## src/rtl/uart1_rx_if.sv

```systemverilog
// ============================================================================
// Module      : uart1_rx_if
// Description : Serial line input and received-byte outputs of uart1_rx.
// Revision    : 1.0 - initial release
// ============================================================================
`default_nettype none

interface uart1_rx_if;
    logic       RxD;
    logic [7:0] data;
    logic       data_valid;
    logic       framing_error;
    logic       busy;

    modport master (
        output RxD,
        input  data,
        input  data_valid,
        input  framing_error,
        input  busy
    );

    modport slave (
        input  RxD,
        output data,
        output data_valid,
        output framing_error,
        output busy
    );
endinterface

`default_nettype wire

```

## src/rtl/uart1_rx.sv

```systemverilog
// ============================================================================
// Module      : uart1_rx
// Description : 8N1 UART receiver, oversampled with 3-sample majority vote.
// Revision    : 1.0 - initial release
// ============================================================================
`default_nettype none

module uart1_rx #(
    parameter int CLK_FREQ   = 100_000_000,
    parameter int BAUD       = 9600,
    parameter int OVERSAMPLE = 16
) (
    input wire          clk,
    input wire          reset,
    uart1_rx_if.slave   rx
);

    localparam int c_div  = CLK_FREQ / (BAUD * OVERSAMPLE);
    localparam int c_divw = (c_div > 1) ? $clog2(c_div) : 1;
    localparam int c_tw   = $clog2(OVERSAMPLE);
    localparam int c_mid  = OVERSAMPLE / 2;

    localparam logic [c_divw-1:0] c_div_last = c_divw'(c_div - 1);
    localparam logic [c_divw-1:0] c_div_one  = c_divw'(1);
    localparam logic [c_tw-1:0]   c_t_m1     = c_tw'(c_mid - 1);
    localparam logic [c_tw-1:0]   c_t_m      = c_tw'(c_mid);
    localparam logic [c_tw-1:0]   c_t_p1     = c_tw'(c_mid + 1);
    localparam logic [c_tw-1:0]   c_t_last   = c_tw'(OVERSAMPLE - 1);
    localparam logic [c_tw-1:0]   c_t_one    = c_tw'(1);

    localparam logic [2:0] c_st_idle  = 3'd0;
    localparam logic [2:0] c_st_start = 3'd1;
    localparam logic [2:0] c_st_data  = 3'd2;
    localparam logic [2:0] c_st_stop  = 3'd3;
    localparam logic [2:0] c_st_break = 3'd4;

    if (c_div < 1) begin : g_div_check
        $error("uart1_rx: CLK_FREQ/(BAUD*OVERSAMPLE) must be at least 1");
    end
    if (OVERSAMPLE < 12) begin : g_os_check
        $error("uart1_rx: OVERSAMPLE must be at least 12");
    end

    logic              r_sync1;
    logic              r_rx_s;
    logic [2:0]        r_state;
    logic [c_divw-1:0] r_div;
    logic [c_tw-1:0]   r_tcnt;
    logic [2:0]        r_bcnt;
    logic [1:0]        r_smp;
    logic [7:0]        r_shreg;
    logic [7:0]        r_data;
    logic              r_dv;
    logic              r_fe;

    logic w_running;
    logic w_tick;
    logic w_decide;
    logic w_bit_end;
    logic w_maj;

    // Two-flop synchroniser; idles high so reset never looks like a start bit.
    always_ff @(posedge clk or posedge reset) begin
        if (reset) begin
            r_sync1 <= 1'b1;
            r_rx_s  <= 1'b1;
        end else begin
            r_sync1 <= rx.RxD;
            r_rx_s  <= r_sync1;
        end
    end

    assign w_running = (r_state != c_st_idle);
    assign w_tick    = w_running && (r_div == c_div_last);
    assign w_decide  = w_tick && (r_tcnt == c_t_p1);
    assign w_bit_end = w_tick && (r_tcnt == c_t_last);

    // Third vote is the live sample on the decision tick itself.
    assign w_maj = (r_smp[0] & r_smp[1]) | (r_smp[0] & r_rx_s) | (r_smp[1] & r_rx_s);

    always_ff @(posedge clk or posedge reset) begin
        if (reset) begin
            r_div  <= '0;
            r_tcnt <= '0;
            r_bcnt <= '0;
        end else if (!w_running) begin
            r_div  <= '0;
            r_tcnt <= '0;
            r_bcnt <= '0;
        end else begin
            if (w_tick) begin
                r_div  <= '0;
                r_tcnt <= (r_tcnt == c_t_last) ? '0 : r_tcnt + c_t_one;
            end else begin
                r_div  <= r_div + c_div_one;
            end
            if ((r_state == c_st_data) && w_bit_end) begin
                r_bcnt <= r_bcnt + 3'd1;
            end
        end
    end

    always_ff @(posedge clk or posedge reset) begin
        if (reset) begin
            r_smp <= 2'b11;
        end else if (w_tick) begin
            if (r_tcnt == c_t_m1) r_smp[0] <= r_rx_s;
            if (r_tcnt == c_t_m)  r_smp[1] <= r_rx_s;
        end
    end

    always_ff @(posedge clk or posedge reset) begin
        if (reset) begin
            r_state <= c_st_idle;
            r_shreg <= '0;
            r_data  <= '0;
            r_dv    <= 1'b0;
            r_fe    <= 1'b0;
        end else begin
            r_dv <= 1'b0;
            r_fe <= 1'b0;
            case (r_state)
                c_st_idle: begin
                    if (!r_rx_s) r_state <= c_st_start;
                end
                c_st_start: begin
                    if (w_decide && w_maj) begin
                        r_state <= c_st_idle;
                    end else if (w_bit_end) begin
                        r_state <= c_st_data;
                    end
                end
                c_st_data: begin
                    if (w_decide) begin
                        r_shreg <= {w_maj, r_shreg[7:1]};
                    end
                    if (w_bit_end && (r_bcnt == 3'd7)) begin
                        r_state <= c_st_stop;
                    end
                end
                c_st_stop: begin
                    // Decide mid-stop-bit so a back-to-back start edge is not missed.
                    if (w_decide) begin
                        if (w_maj) begin
                            r_data  <= r_shreg;
                            r_dv    <= 1'b1;
                            r_state <= c_st_idle;
                        end else begin
                            r_fe    <= 1'b1;
                            r_state <= c_st_break;
                        end
                    end
                end
                c_st_break: begin
                    if (r_rx_s) r_state <= c_st_idle;
                end
                default: begin
                    r_state <= c_st_idle;
                end
            endcase
        end
    end

    assign rx.data          = r_data;
    assign rx.data_valid    = r_dv;
    assign rx.framing_error = r_fe;
    assign rx.busy          = w_running;

endmodule

`default_nettype wire
```

## src/flat_wrapper.sv

```systemverilog
// flat-port wrapper written by rule: the top's interface ports become plain ports
module uart1_rx_flat 
#(
    parameter int CLK_FREQ   = 100_000_000,
    parameter int BAUD       = 9600,
    parameter int OVERSAMPLE = 16
)
  (clk, reset, rx_RxD, rx_data, rx_data_valid, rx_framing_error, rx_busy);
  uart1_rx_if rx_i ();
  input wire clk;
  input wire reset;
  input wire logic [$bits(rx_i.RxD)-1:0] rx_RxD;
  output wire logic [$bits(rx_i.data)-1:0] rx_data;
  output wire logic [$bits(rx_i.data_valid)-1:0] rx_data_valid;
  output wire logic [$bits(rx_i.framing_error)-1:0] rx_framing_error;
  output wire logic [$bits(rx_i.busy)-1:0] rx_busy;
  assign rx_i.RxD = rx_RxD;
  assign rx_data = rx_i.data;
  assign rx_data_valid = rx_i.data_valid;
  assign rx_framing_error = rx_i.framing_error;
  assign rx_busy = rx_i.busy;
  uart1_rx #(.CLK_FREQ(CLK_FREQ), .BAUD(BAUD), .OVERSAMPLE(OVERSAMPLE)) u_core (.clk(clk), .reset(reset), .rx(rx_i));
endmodule
```

## config.mk

```make
export PLATFORM = sky130hd
export DESIGN_NAME = uart1_rx_flat
export DESIGN_NICKNAME = d
export VERILOG_FILES = /design/src/rtl/uart1_rx_if.sv /design/src/rtl/uart1_rx.sv /design/src/flat_wrapper.sv
export SDC_FILE = /design/constraint.sdc
export NUM_CORES = 1
export LEC_CHECK = 0
export ABC_AREA = 1
export CAP_MARGIN = 20
export CORE_ASPECT_RATIO = 0.9
export CORE_UTILIZATION = 54
export CTS_BUF_LIST = sky130_fd_sc_hd__clkbuf_8
export DETAILED_ROUTE_END_ITERATION = 12
export MAX_ROUTING_LAYER = met4
export PLACE_DENSITY = 0.87
export SETUP_SLACK_MARGIN = 0.02
export SLEW_MARGIN = 0
export SYNTH_ARGS = -nofsm -noshare
export SYNTH_HDL_FRONTEND = slang
export SYNTH_SLANG_ARGS = --single-unit
```

## constraint.sdc

```tcl
create_clock -name clk -period 1.6 [get_ports clk]
set_input_delay 0.4 -clock clk [delete_from_list [all_inputs] [get_ports clk]]
set_output_delay 0.4 -clock clk [all_outputs]
set_load 0.02 [all_outputs]
```

==> parameters.txt, run 1 <==
Parameter                              Value

Timing
  Highest clock frequency the design can meet    0.630 GHz
  Fin crit share    between 90% and 100%
  Unrepaired setup endpoints after global routing    true
  Fin Setup TNS    0 ns
  Max-slew violation total from the final report    0
  Normalized max-slew margin    between 70% and 80%
  Final setup vio count    0
  Post-layout min period    1.59 ns
  Transition at the pin with the smallest max-transition slack    approximately 0.33 ns
  Setup slack of the critical path after layout    approximately 0.014 ns
  Final Hold Violating Endpoints    0
  Maximum clock skew at final layout    slightly above 0.008 ns

Setup path
  Critical Path Fanout Max    4
  Worst EP required    roughly 1.8 ns
  Highest cell delay on the worst timing path    approximately 0.38 ns
  Crit-path cells    inv_1 -> ha_2 -> nand3_4 -> nor2_8 -> nand4_4 -> nand2_2 -> nand2_2 -> nand2_2 -> nand2_1 -> nand2_1 -> nand2_1
  Worst Setup Path Type    reg2reg
  Worst path top cell family by delay    simple AND/OR/NAND/NOR gates
  Critical path's slowest cell    sky130_fd_sc_hd__dfrtp_1
  CP arrival    between 1.5 and 2 ns
  Kind of end point of the critical path    flip-flop
  Number of buffer and inverter instances along the worst setup path    1
  Startpoint kind of the worst setup timing path    flip-flop

Synthesis
  Largest area contributor in the synthesized netlist    sky130_fd_sc_hd__dfrtp_1
  Netlist area before placement    2040 sq um
  Post-Synthesis Net Count    222
  Flip-flop and latch count after synthesis    42
  Yosys top cell area share    between 40% and 50%
  Main flop type after synthesis    sky130_fd_sc_hd__dfrtp_1
  Instance count of the mapped netlist    approximately 210
  Count of yosys warnings during synthesis    0
  Count of different cell masters after synthesis    37
  Synth area leaders    sky130_fd_sc_hd__dfrtp_1 (47%), sky130_fd_sc_hd__nand2_1 (6.3%), sky130_fd_sc_hd__dfstp_2 (5.2%), sky130_fd_sc_hd__ha_1 (4.3%), sky130_fd_sc_hd__inv_1 (4.0%)
  Sequential-to-total area share from yosys stat    between 50% and 60%
  Post-synthesis average cell area    9.62 sq um
  Number of enable-type register cells in the synthesized netlist    0
  FFs w/ async S/R, synth    100%

Placed design
  Post-Place Worst Slack    -0.0516 ns
  Final HPWL DP    between 2 and 3 mm
  PortBufs    13
  Final weighted congestion in routability-driven placement    0.862
  Instance count after placement with tap cells included    280

Drt
  DRC violation total after the first TritonRoute iteration    around 90
  Post-route DRC    0
  Number of routed nets with antenna violations    0
  Detailed-route via count    1535
  Vias per cell    ~5.3
  Routed WL per cell    around 14 microns
  Total iterations of the first detailed-routing run    4
  Total wire length after detailed routing    3.98 mm

Global route
  Met2 track utilization from global routing    between 30% and 40%
  GR Util met3    4.96%
  Via count of the first global-routing pass    between 1500 and 2000
  Wire length of the first global-routing pass    around 6.5 mm
  Overall routing resource usage    ~23%
  Number of antenna violations at the first check in global routing    0
  Busiest grt layer    met2
  Maximum number of pins on one net before global-route repair    43
  Total congestion overflow    0
  Met1 Usage GRT    ~28%

Worst hold path
  Hold/Removal Path Class    reg2reg

CTS
  Cts hold-fix bufs    0
  Clock Tree Root    sky130_fd_sc_hd__clkbuf_8
  Insertion delay to the later sink of the worst-skew pair    0.30 ns
  Clock transition at the registers of the reported paths    approximately 0.08 ns
  Number of buffers on the longest clock path    2
  Number of sinks driven by the clock tree    42
  CTS Buf Count    5
  H-Tree Depth    2
  CTS tree    built

Layout
  Number of nets in the layout    approximately 260
  Most common cell after layout, fill and taps aside    sky130_fd_sc_hd__dfrtp_1
  Final std cells w/o fill    ~290
  Leading cell types in the layout, fill and taps excluded    sky130_fd_sc_hd__dfrtp_1 (38), sky130_fd_sc_hd__nand2_1 (28), sky130_fd_sc_hd__inv_1 (22)
  Layout filler cell count    246
  Diodes inserted    0
  Register cell area after layout    around 1100 sq um
  Total area of multi-input combinational cells    902 sq um
  Proportion of layout cells with a drive suffix above 1    roughly 28%
  Layout-stage area growth over the synthesis result    21.9%

Pwr
  Leakage power total    between 1 and 1.5 nW
  Overall power after layout    between 1.5 and 2 mW
  Highest ir drop seen on vdd    just under 400 uV
  Ratio of total power to cell area    between 700 and 800 nW/um^2

Die
  Top-level I/O count    14
  Die height    roughly 60 microns
  Width of the chip    around 67 microns
  # rows    20
  DIE AREA    4030 sq um
  Effective utilization at floorplan    roughly three fifths
  Area of the core    3500 sq um

Job
  # Max-Cap Violations    0

Outcome
  Outcome    finished, final reports clean
## layer usage
metal / routed length, microns / up-vias / share of wire [%]
met3: 100 / 14 / 2.5
met1: 1800 / 735 / 45
met5: 0 / - / 0
met4: 105 / 0 / 2.6
met2: 1980 / 32 / 50
li1: - / 754 / -
## sequential cells by signal, indices dropped and copies added (netlist names), 2 cells and up
signal          cells
u_core.r_bcnt       3
u_core.r_div       10
u_core.r_shreg      8
u_core.r_smp        2
u_core.r_state      3
u_core.r_tcnt       4
u_core.rx.data      8
## where the power goes
group | internal, mW | switching (mW)
Combinational | 0.0101 | 0.0226
Sequential | 1.07 | 0.00213
Clock | 0.346 | 0.356
Total | 1.42 | 0.380
## cell type report
cell class	count	area share [%]
multi-input cells	138	36.3
inverters	29	4.38
clock inverters	2	0.503
well taps	44	2.21
flip-flops and latches	42	42.5
clock buffers	6	3.32
repair buffers	30	10.8
## cell families after synthesis
logic type	share of synthesized area (%)
XOR/XNOR	1.29
buffers and inverters	6.87
adder cells (fa/ha/maj)	4.29
AND/OR/NAND/NOR	26.0
AO/OA/AOI/OAI	9.76
flip-flops	51.8
## timing repair
action	in CTS	in global routing
setup endpoints to repair	27	20
pin swaps	2	6
resized for setup	15	19
setup buffers	2	1
## worst reg2reg max path, stage by stage (launching register included)
cell                      delay (ns)
sky130_fd_sc_hd__dfrtp_1        0.38
sky130_fd_sc_hd__inv_1          0.06
sky130_fd_sc_hd__ha_2           0.19
sky130_fd_sc_hd__nand3_4        0.09
sky130_fd_sc_hd__nor2_8         0.18
sky130_fd_sc_hd__nand4_4        0.16
sky130_fd_sc_hd__nand2_2        0.12
sky130_fd_sc_hd__nand2_2        0.08
sky130_fd_sc_hd__nand2_2        0.08
sky130_fd_sc_hd__nand2_1        0.05
sky130_fd_sc_hd__nand2_1        0.05
sky130_fd_sc_hd__nand2_1        0.05
## synthesized netlist by cell type, types with 2 or more instances
library cell	number
sky130_fd_sc_hd__xor2_1	2
sky130_fd_sc_hd__inv_2	7
sky130_fd_sc_hd__nand3_4	2
sky130_fd_sc_hd__nor2_8	2
sky130_fd_sc_hd__nand2_1	34
sky130_fd_sc_hd__inv_1	22
sky130_fd_sc_hd__nor3b_1	3
sky130_fd_sc_hd__o21ai_2	2
sky130_fd_sc_hd__ha_1	7
sky130_fd_sc_hd__nor2_1	22
sky130_fd_sc_hd__nor3_2	3
sky130_fd_sc_hd__o21ai_0	8
sky130_fd_sc_hd__o21ai_1	4
sky130_fd_sc_hd__nor2_4	3
sky130_fd_sc_hd__nand3_1	8
sky130_fd_sc_hd__a21oi_1	12
sky130_fd_sc_hd__dfstp_2	4
sky130_fd_sc_hd__dfrtp_1	38
sky130_fd_sc_hd__nor3_1	6
sky130_fd_sc_hd__o22ai_1	2
sky130_fd_sc_hd__nor2_2	5
## final timing paths
check | cells after the start | endpoint | startpoint | slack, ns
min in group asynchronous | 3 | u_core.r_tcnt[3] | reset | 0.45
worst min-delay path | 0 | u_core.r_rx_s | u_core.r_sync1 | 0.36
worst min register to register | 0 | u_core.r_rx_s | u_core.r_sync1 | 0.36
max in group asynchronous | 3 | u_core.r_smp[1] | reset | 0.89
worst max-delay path | 11 | u_core.r_state[0] | u_core.r_div[0] | 0.01
worst max register to register | 11 | u_core.r_state[0] | u_core.r_div[0] | 0.01
## per-stage QoR
| step | hold WS [ns] | util (%) | instance area, sq um |
|---|---|---|---|
| 2_1_floorplan | 0.345 | - | 2040 |
| 3_3_place_gp | 0.346 | 66.3 | 2320 |
| 3_5_place_dp | 0.351 | 66.3 | 2320 |
| 4_1_cts | 0.362 | 69.5 | 2430 |
| 5_1_grt | 0.370 | 71.0 | 2490 |
| 6_report | 0.360 | 71.0 | 2490 |
Power figures use the tool's default switching activity.
==> run 2, diff against run 1 <==
--- a/config.mk
+++ b/config.mk
@@ -7,10 +7,13 @@
 export LEC_CHECK = 0
 export ABC_AREA = 1
 export CAP_MARGIN = 20
+export CELL_PAD_IN_SITES_DETAIL_PLACEMENT = 1
+export CELL_PAD_IN_SITES_GLOBAL_PLACEMENT = 1
 export CORE_ASPECT_RATIO = 0.9
-export CORE_UTILIZATION = 54
+export CORE_UTILIZATION = 46
 export CTS_BUF_LIST = sky130_fd_sc_hd__clkbuf_8
 export DETAILED_ROUTE_END_ITERATION = 12
+export DONT_BUFFER_PORTS = 1
 export MAX_ROUTING_LAYER = met4
 export PLACE_DENSITY = 0.87
 export SETUP_SLACK_MARGIN = 0.02
==> parameters.txt, run 2 (synthesis results as in run 1) <==
Parameter                              Value

Placed design
  PortBufs    0
  Area after DPL    2240 sq um
  Final weighted congestion in routability-driven placement    0.830
  Final HPWL DP    ~3.3 mm

Global route
  Wire length of the first global-routing pass    8.85 mm
  Via count of the first global-routing pass    between 1500 and 2000
  Met1 Usage GRT    32.4%
  Busiest grt layer    met2
  Total congestion overflow    0
  Overall routing resource usage    between 20% and 30%
  Maximum number of pins on one net before global-route repair    35
  Met2 track utilization from global routing    a little over two fifths
  Number of antenna violations at the first check in global routing    0
  GR Util met3    under 10%

Layout
  Layout filler cell count    between 400 and 500
  Most common cell after layout, fill and taps aside    sky130_fd_sc_hd__dfrtp_1
  Register cell area after layout    1060 sq um
  Total area of multi-input combinational cells    between 1000 and 1500 sq um
  Diodes inserted    0
  Leading cell types in the layout, fill and taps excluded    sky130_fd_sc_hd__dfrtp_1 (38), sky130_fd_sc_hd__nand2_1 (23), sky130_fd_sc_hd__inv_1 (20), sky130_fd_sc_hd__buf_4 (20), sky130_fd_sc_hd__nor2_1 (16)
  Flip-flop count of the largest register, all copies and words added    10
  Layout-stage area growth over the synthesis result    31.7%
  Number of nets in the layout    ~260
  Register bank with the most flops    u_core.r_div
  Non-Filler Cell Area, Final    approximately 2700 sq um
  Proportion of layout cells with a drive suffix above 1    between 40% and 50%

Pwr
  Net load switching power    ~440 uW
  Combinational share of power    ~1.7%
  Fraction of power consumed by sequential logic    around three fifths
  Net switching share of the total power    24.2%
  Design internal power    ~1.4 mW
  Overall power after layout    ~1.8 mW
  Leakage power total    ~1.2 nW
  Clock network power share    around 40%
  Highest ir drop seen on vdd    between 700 and 800 uV
  Ratio of total power to cell area    682 nW/um^2

CTS
  CTS Buf Count    5
  Clock Tree Root    sky130_fd_sc_hd__clkbuf_8
  Number of buffers on the longest clock path    2
  Insertion delay to the later sink of the worst-skew pair    around 0.30 ns
  CTS tree    built
  Clock transition at the registers of the reported paths    0.09 ns
  Number of sinks driven by the clock tree    42
  H-Tree Depth    2

Setup path
  FF-to-FF path depth    10
  Worst EP required    around 1.8 ns
  Reg2Reg Launch Point    u_core.r_div[0]
  Critical Path Fanout Max    4
  R2R setup slack    -0.24 ns
  Startpoint kind of the worst setup timing path    flip-flop
  CP arrival    2.07 ns
  Worst Setup Path Type    reg2reg
  FF-to-FF End    u_core.r_smp[1]
  Kind of end point of the critical path    flip-flop
  Worst setup path startpoint    u_core.r_div[0]

Drt
  Post-route DRC    0
  Routed WL per cell    22.0 microns
  DRC violation total after the first TritonRoute iteration    67
  Number of routed nets with antenna violations    0
  Total wire length after detailed routing    6.78 mm
  Total iterations of the first detailed-routing run    4
  Vias per cell    about 5.6
  Detailed-route via count    about 1700

Timing
  Transition at the pin with the smallest max-transition slack    around 0.4 ns
  Unrepaired setup endpoints after global routing    true
  Fin Hold WS    a little under 0.09 ns
  Normalized max-slew margin    74.0%
  Max-slew violation total from the final report    0
  Highest clock frequency the design can meet    about 0.54 GHz
  Setup slack of the critical path after layout    -0.240 ns
  Post-layout min period    1.84 ns
  Maximum clock skew at final layout    about 0.0084 ns
  Final setup vio count    32
  Final Hold Violating Endpoints    0
  Fin Setup TNS    -3.25 ns
  Fin crit share    115%

Outcome
  Violated checks    negative setup slack
  Outcome    complete, but fails checks

Worst hold path
  Beginning of the worst hold path    rx_RxD
  Number of cells traversed by the worst hold path    0
  Endpoint of the worst hold path    u_core.r_sync1
  Hold/Removal Path Class    in2reg

Job
  # Max-Cap Violations    0

Die
  Effective utilization at floorplan    49.1%
  DIE AREA    around 4700 sq um
  # rows    22
  Width of the chip    approximately 72 microns
  Top-level I/O count    14
  Die height    65.2 microns
  Area of the core    around 4200 sq um
[run 2: cell count changes in the layout (fill, tap and decap cells not counted), moves of 3 or more]
| cell | delta |
|---|---|
| sky130_fd_sc_hd__buf_4 | +6 |
| sky130_fd_sc_hd__nor2_4 | +3 |
| sky130_fd_sc_hd__buf_6 | +7 |
| sky130_fd_sc_hd__nor2_1 | -5 |
| sky130_fd_sc_hd__nand2_1 | -5 |
| sky130_fd_sc_hd__o21ai_1 | -4 |
| sky130_fd_sc_hd__o21ai_2 | +4 |
| sky130_fd_sc_hd__nand2_2 | +3 |
| sky130_fd_sc_hd__dlygate4sd2_1 | -10 |
[run 2: area by class of cell]
type / instances / area share (%)
clock inverters: 3 / 0.932
multi-input cells: 138 / 38.6
inverters: 29 / 4.24
well taps: 60 / 2.80
clock buffers: 5 / 2.56
flip-flops and latches: 42 / 39.3
repair buffers: 32 / 11.6
[run 2: through the flow]
step | utilization, % | worst slack [ns] | cells
2_1_floorplan | - | 0.0581 | 212
3_3_place_gp | 53.9 | 0.0346 | 285
3_5_place_dp | 53.9 | -0.0804 | 285
4_1_cts | 58.5 | 0.00439 | 301
5_1_grt | 64.6 | -0.287 | 309
6_report | 64.6 | -0.240 | 309
[run 2: worst max path at each step]
stage / end / slack, ns
floorplan: u_core.r_state[0] / 0.06
global placement: u_core.r_shreg[6] / 0.03
detailed placement: u_core.r_shreg[6] / -0.08
CTS: u_core.r_shreg[6] / 0.004
global route: u_core.r_smp[1] / -0.29
finish: u_core.r_smp[1] / -0.24
[run 2: timing repair]
item / in CTS / in global routing
endpoints found under the hold margin: 7 / 0
pin swaps: 6 / 8
setup endpoints to repair: 26 / 35
hold buffers: 1 / 0
buffers inserted: 7 / 8
resized for setup: 10 / 56
[run 2: metal layers]
metal	vias to the layer above	wire [microns]
met5	-	0
met4	0	259
met3	26	319
met2	65	3370
met1	881	2830
li1	759	-
[run 2: power by group through the flow]
| stage | Sequential, mW | Clock [mW] | Combinational [mW] |
|---|---|---|---|
| 2_1_floorplan | 1.09 | 0 | 0.0173 |
| 6_report | 1.07 | 0.731 | 0.0316 |
| 5_1_grt | 1.07 | 0.791 | 0.0368 |
| 3_5_place_dp | 1.09 | 0 | 0.0307 |
| 3_3_place_gp | 1.09 | 0 | 0.0299 |
| 4_1_cts | 1.07 | 0.740 | 0.0325 |
[run 2: critical path, cell delays in order (launching register included)]
cell and delay, ns:
sky130_fd_sc_hd__dfrtp_1 0.40, sky130_fd_sc_hd__inv_1 0.07, sky130_fd_sc_hd__ha_2 0.22, sky130_fd_sc_hd__nand3_4 0.11
sky130_fd_sc_hd__nor2_8 0.20, sky130_fd_sc_hd__nand2_4 0.10, sky130_fd_sc_hd__buf_4 0.16, sky130_fd_sc_hd__inv_4 0.06
sky130_fd_sc_hd__nand4_1 0.16, sky130_fd_sc_hd__nor2_1 0.21, sky130_fd_sc_hd__a21oi_1 0.07
==> run 3, diff against run 2 <==
--- a/config.mk
+++ b/config.mk
@@ -10,14 +10,15 @@
 export CELL_PAD_IN_SITES_DETAIL_PLACEMENT = 1
 export CELL_PAD_IN_SITES_GLOBAL_PLACEMENT = 1
 export CORE_ASPECT_RATIO = 0.9
-export CORE_UTILIZATION = 46
-export CTS_BUF_LIST = sky130_fd_sc_hd__clkbuf_8
+export CORE_UTILIZATION = 44
+export CTS_BUF_LIST = sky130_fd_sc_hd__clkbuf_8 sky130_fd_sc_hd__clkbuf_16
 export DETAILED_ROUTE_END_ITERATION = 12
 export DONT_BUFFER_PORTS = 1
 export MAX_ROUTING_LAYER = met4
-export PLACE_DENSITY = 0.87
+export PLACE_DENSITY = 0.84
 export SETUP_SLACK_MARGIN = 0.02
 export SLEW_MARGIN = 0
 export SYNTH_ARGS = -nofsm -noshare
 export SYNTH_HDL_FRONTEND = slang
 export SYNTH_SLANG_ARGS = --single-unit
+export TNS_END_PERCENT = 30
==> parameters.txt, run 3 (synthesis results as in run 1) <==
Parameter                              Value

Setup path
  Critical path's slowest cell    sky130_fd_sc_hd__dfrtp_1
  Crit-path cells    inv_1 -> ha_2 -> nand3_4 -> nor2_8 -> nand2_4 -> nor2_4 -> inv_1 -> nand2_2 -> nand2_1 -> nand2_1 -> nand2_1
  Worst Setup Path Type    reg2reg
  Most repeated library cell on the critical path    sky130_fd_sc_hd__nand2_1
  Kind of end point of the critical path    flip-flop
  FF-to-FF path depth    11
  Critical Path Fanout Max    5
  Worst path top cell family by delay    simple AND/OR/NAND/NOR gates
  Number of buffer and inverter instances along the worst setup path    2
  Number of stages on the worst setup path    11
  Startpoint kind of the worst setup timing path    flip-flop
  Worst EP required    ~1.8 ns
  Highest cell delay on the worst timing path    a little under 0.4 ns
  CP arrival    roughly 1.8 ns

Layout
  Number of nets in the layout    250
  Final std cells w/o fill    slightly above 300
  Most common cell after layout, fill and taps aside    sky130_fd_sc_hd__dfrtp_1
  Register cell area after layout    ~1100 sq um
  Flip-flop count of the largest register, all copies and words added    10
  Total area of multi-input combinational cells    between 900 and 1000 sq um
  Layout-stage area growth over the synthesis result    23.9%
  Layout filler cell count    502
  Diodes inserted    0
  Leading cell types in the layout, fill and taps excluded    sky130_fd_sc_hd__dfrtp_1 (35), sky130_fd_sc_hd__nand2_1 (26), sky130_fd_sc_hd__inv_1 (23)
  Non-Filler Cell Area, Final    2530 sq um
  Proportion of layout cells with a drive suffix above 1    36.9%
  Register bank with the most flops    u_core.r_div

Die
  Top-level I/O count    14
  Width of the chip    roughly 74 microns
  # rows    23
  Effective utilization at floorplan    45.7%
  Die height    66.6 microns
  Area of the core    4460 sq um
  DIE AREA    ~4900 sq um

Global route
  Total congestion overflow    0
  Number of antenna violations at the first check in global routing    0
  Overall routing resource usage    22.1%
  Wire length of the first global-routing pass    7.80 mm
  Via count of the first global-routing pass    ~1700
  Maximum number of pins on one net before global-route repair    43

Drt
  Total wire length after detailed routing    5.16 mm
  DRC violation total after the first TritonRoute iteration    73
  Post-route DRC    0
  Routed WL per cell    around 17 microns
  Detailed-route via count    roughly 1600
  Number of routed nets with antenna violations    0
  Total iterations of the first detailed-routing run    4
  Vias per cell    around 5.2

Timing
  Post-layout min period    around 1.6 ns
  Final Hold Violating Endpoints    0
  Highest clock frequency the design can meet    between 0.6 and 0.7 GHz
  Setup slack of the critical path after layout    -0.0291 ns
  Unrepaired setup endpoints after global routing    true
  Transition at the pin with the smallest max-transition slack    about 0.29 ns
  Max-slew violation total from the final report    0
  Final setup vio count    6
  Maximum clock skew at final layout    between 0.007 and 0.008 ns
  Normalized max-slew margin    roughly four fifths
  Fin Setup TNS    -0.107 ns
  Fin crit share    102%

Pwr
  Net load switching power    between 300 and 400 uW
  Ratio of total power to cell area    approximately 760 nW/um^2
  Highest ir drop seen on vdd    453 uV
  Design internal power    1.53 mW
  Clock network power share    43.0%
  Leakage power total    between 1 and 1.5 nW
  Fraction of power consumed by sequential logic    between 50% and 60%
  Net switching share of the total power    20.5%
  Combinational share of power    roughly 1.5%

Placed design
  Instance count after placement with tap cells included    around 290
  Area after DPL    between 2000 and 2500 sq um
  PortBufs    0
  Final HPWL DP    approximately 3.3 mm
  Final weighted congestion in routability-driven placement    roughly 0.78
  Post-Place Worst Slack    -0.0903 ns

CTS
  Clock Tree Root    sky130_fd_sc_hd__clkbuf_8
  Insertion delay to the later sink of the worst-skew pair    around 0.30 ns
  CTS Buf Count    5
  Number of sinks driven by the clock tree    between 40 and 50
  Cts hold-fix bufs    0
  Clock transition at the registers of the reported paths    approximately 0.080 ns
  Number of buffers on the longest clock path    2
  CTS tree    built
  H-Tree Depth    2

Outcome
  Violated checks    negative setup slack
  Outcome    complete, but fails checks

Job
  # Max-Cap Violations    0

Worst hold path
  Hold/Removal Path Class    in2async
-- run 3: worst register-to-register path, stage by stage (launching register included) --
cell                      delay (ns)
sky130_fd_sc_hd__dfrtp_1        0.39
sky130_fd_sc_hd__inv_1          0.07
sky130_fd_sc_hd__ha_2           0.19
sky130_fd_sc_hd__nand3_4        0.09
sky130_fd_sc_hd__nor2_8         0.19
sky130_fd_sc_hd__nand2_4        0.09
sky130_fd_sc_hd__nor2_4         0.17
sky130_fd_sc_hd__inv_1          0.09
sky130_fd_sc_hd__nand2_2        0.08
sky130_fd_sc_hd__nand2_1        0.05
sky130_fd_sc_hd__nand2_1        0.06
sky130_fd_sc_hd__nand2_1        0.05
-- run 3: power by group through the flow --
stage	combinational, mW	clock [mW]	sequential [mW]
2_1_floorplan	0.0173	0	1.09
3_3_place_gp	0.0300	0	1.09
3_5_place_dp	0.0298	0	1.09
4_1_cts	0.0299	0.848	1.07
5_1_grt	0.0333	0.890	1.07
6_report	0.0285	0.828	1.07
-- run 3: final cells by class --
type / instances / share of cell area, %
clock inverters: 3 / 1.63
clock buffers: 5 / 2.72
inverters: 29 / 4.31
flip-flops and latches: 42 / 41.9
repair buffers: 23 / 8.61
multi-input cells: 139 / 37.7
well taps: 62 / 3.07
-- run 3: what timing repair did --
item | in CTS | in global routing
pin swaps | 4 | 12
gates cloned | 1 | 0
endpoints found under the setup margin | 22 | 29
buffers inserted | 3 | 4
resized for setup | 7 | 30
-- run 3: layer usage --
layer | GRT usage, % | part of all wire [%] | vias to the layer above
met3 | 4.69 | 2.1 | 10
met1 | 28.4 | 44 | 808
li1 | - | - | 745
met5 | - | 0 | -
met2 | 35.2 | 51 | 21
met4 | 6.97 | 2.2 | 0
-- run 3: final timing paths --
path | from | end | slack (ns)
max in group asynchronous | reset | u_core.r_smp[0] | 1.29
min in group clk | rx_RxD | u_core.r_sync1 | 0.09
hold reg to reg | u_core.r_sync1 | u_core.r_rx_s | 0.36
setup reg to reg | u_core.r_div[0] | u_core.r_state[0] | -0.03
setup / recovery | u_core.r_div[0] | u_core.r_state[0] | -0.03
hold / removal | reset | u_core.rx.data[5] | 0.04
-- run 3: per-stage QoR --
step | total power, mW | hold slack, ns | util, %
detailed placement | 1.12 | 0.350 | 50.3
CTS | 1.95 | 0.0474 | 54.1
floorplan | 1.10 | 0.345 | -
global route | 1.99 | 0.0532 | 56.7
global placement | 1.12 | 0.347 | 50.3
finish | 1.92 | 0.0443 | 56.7
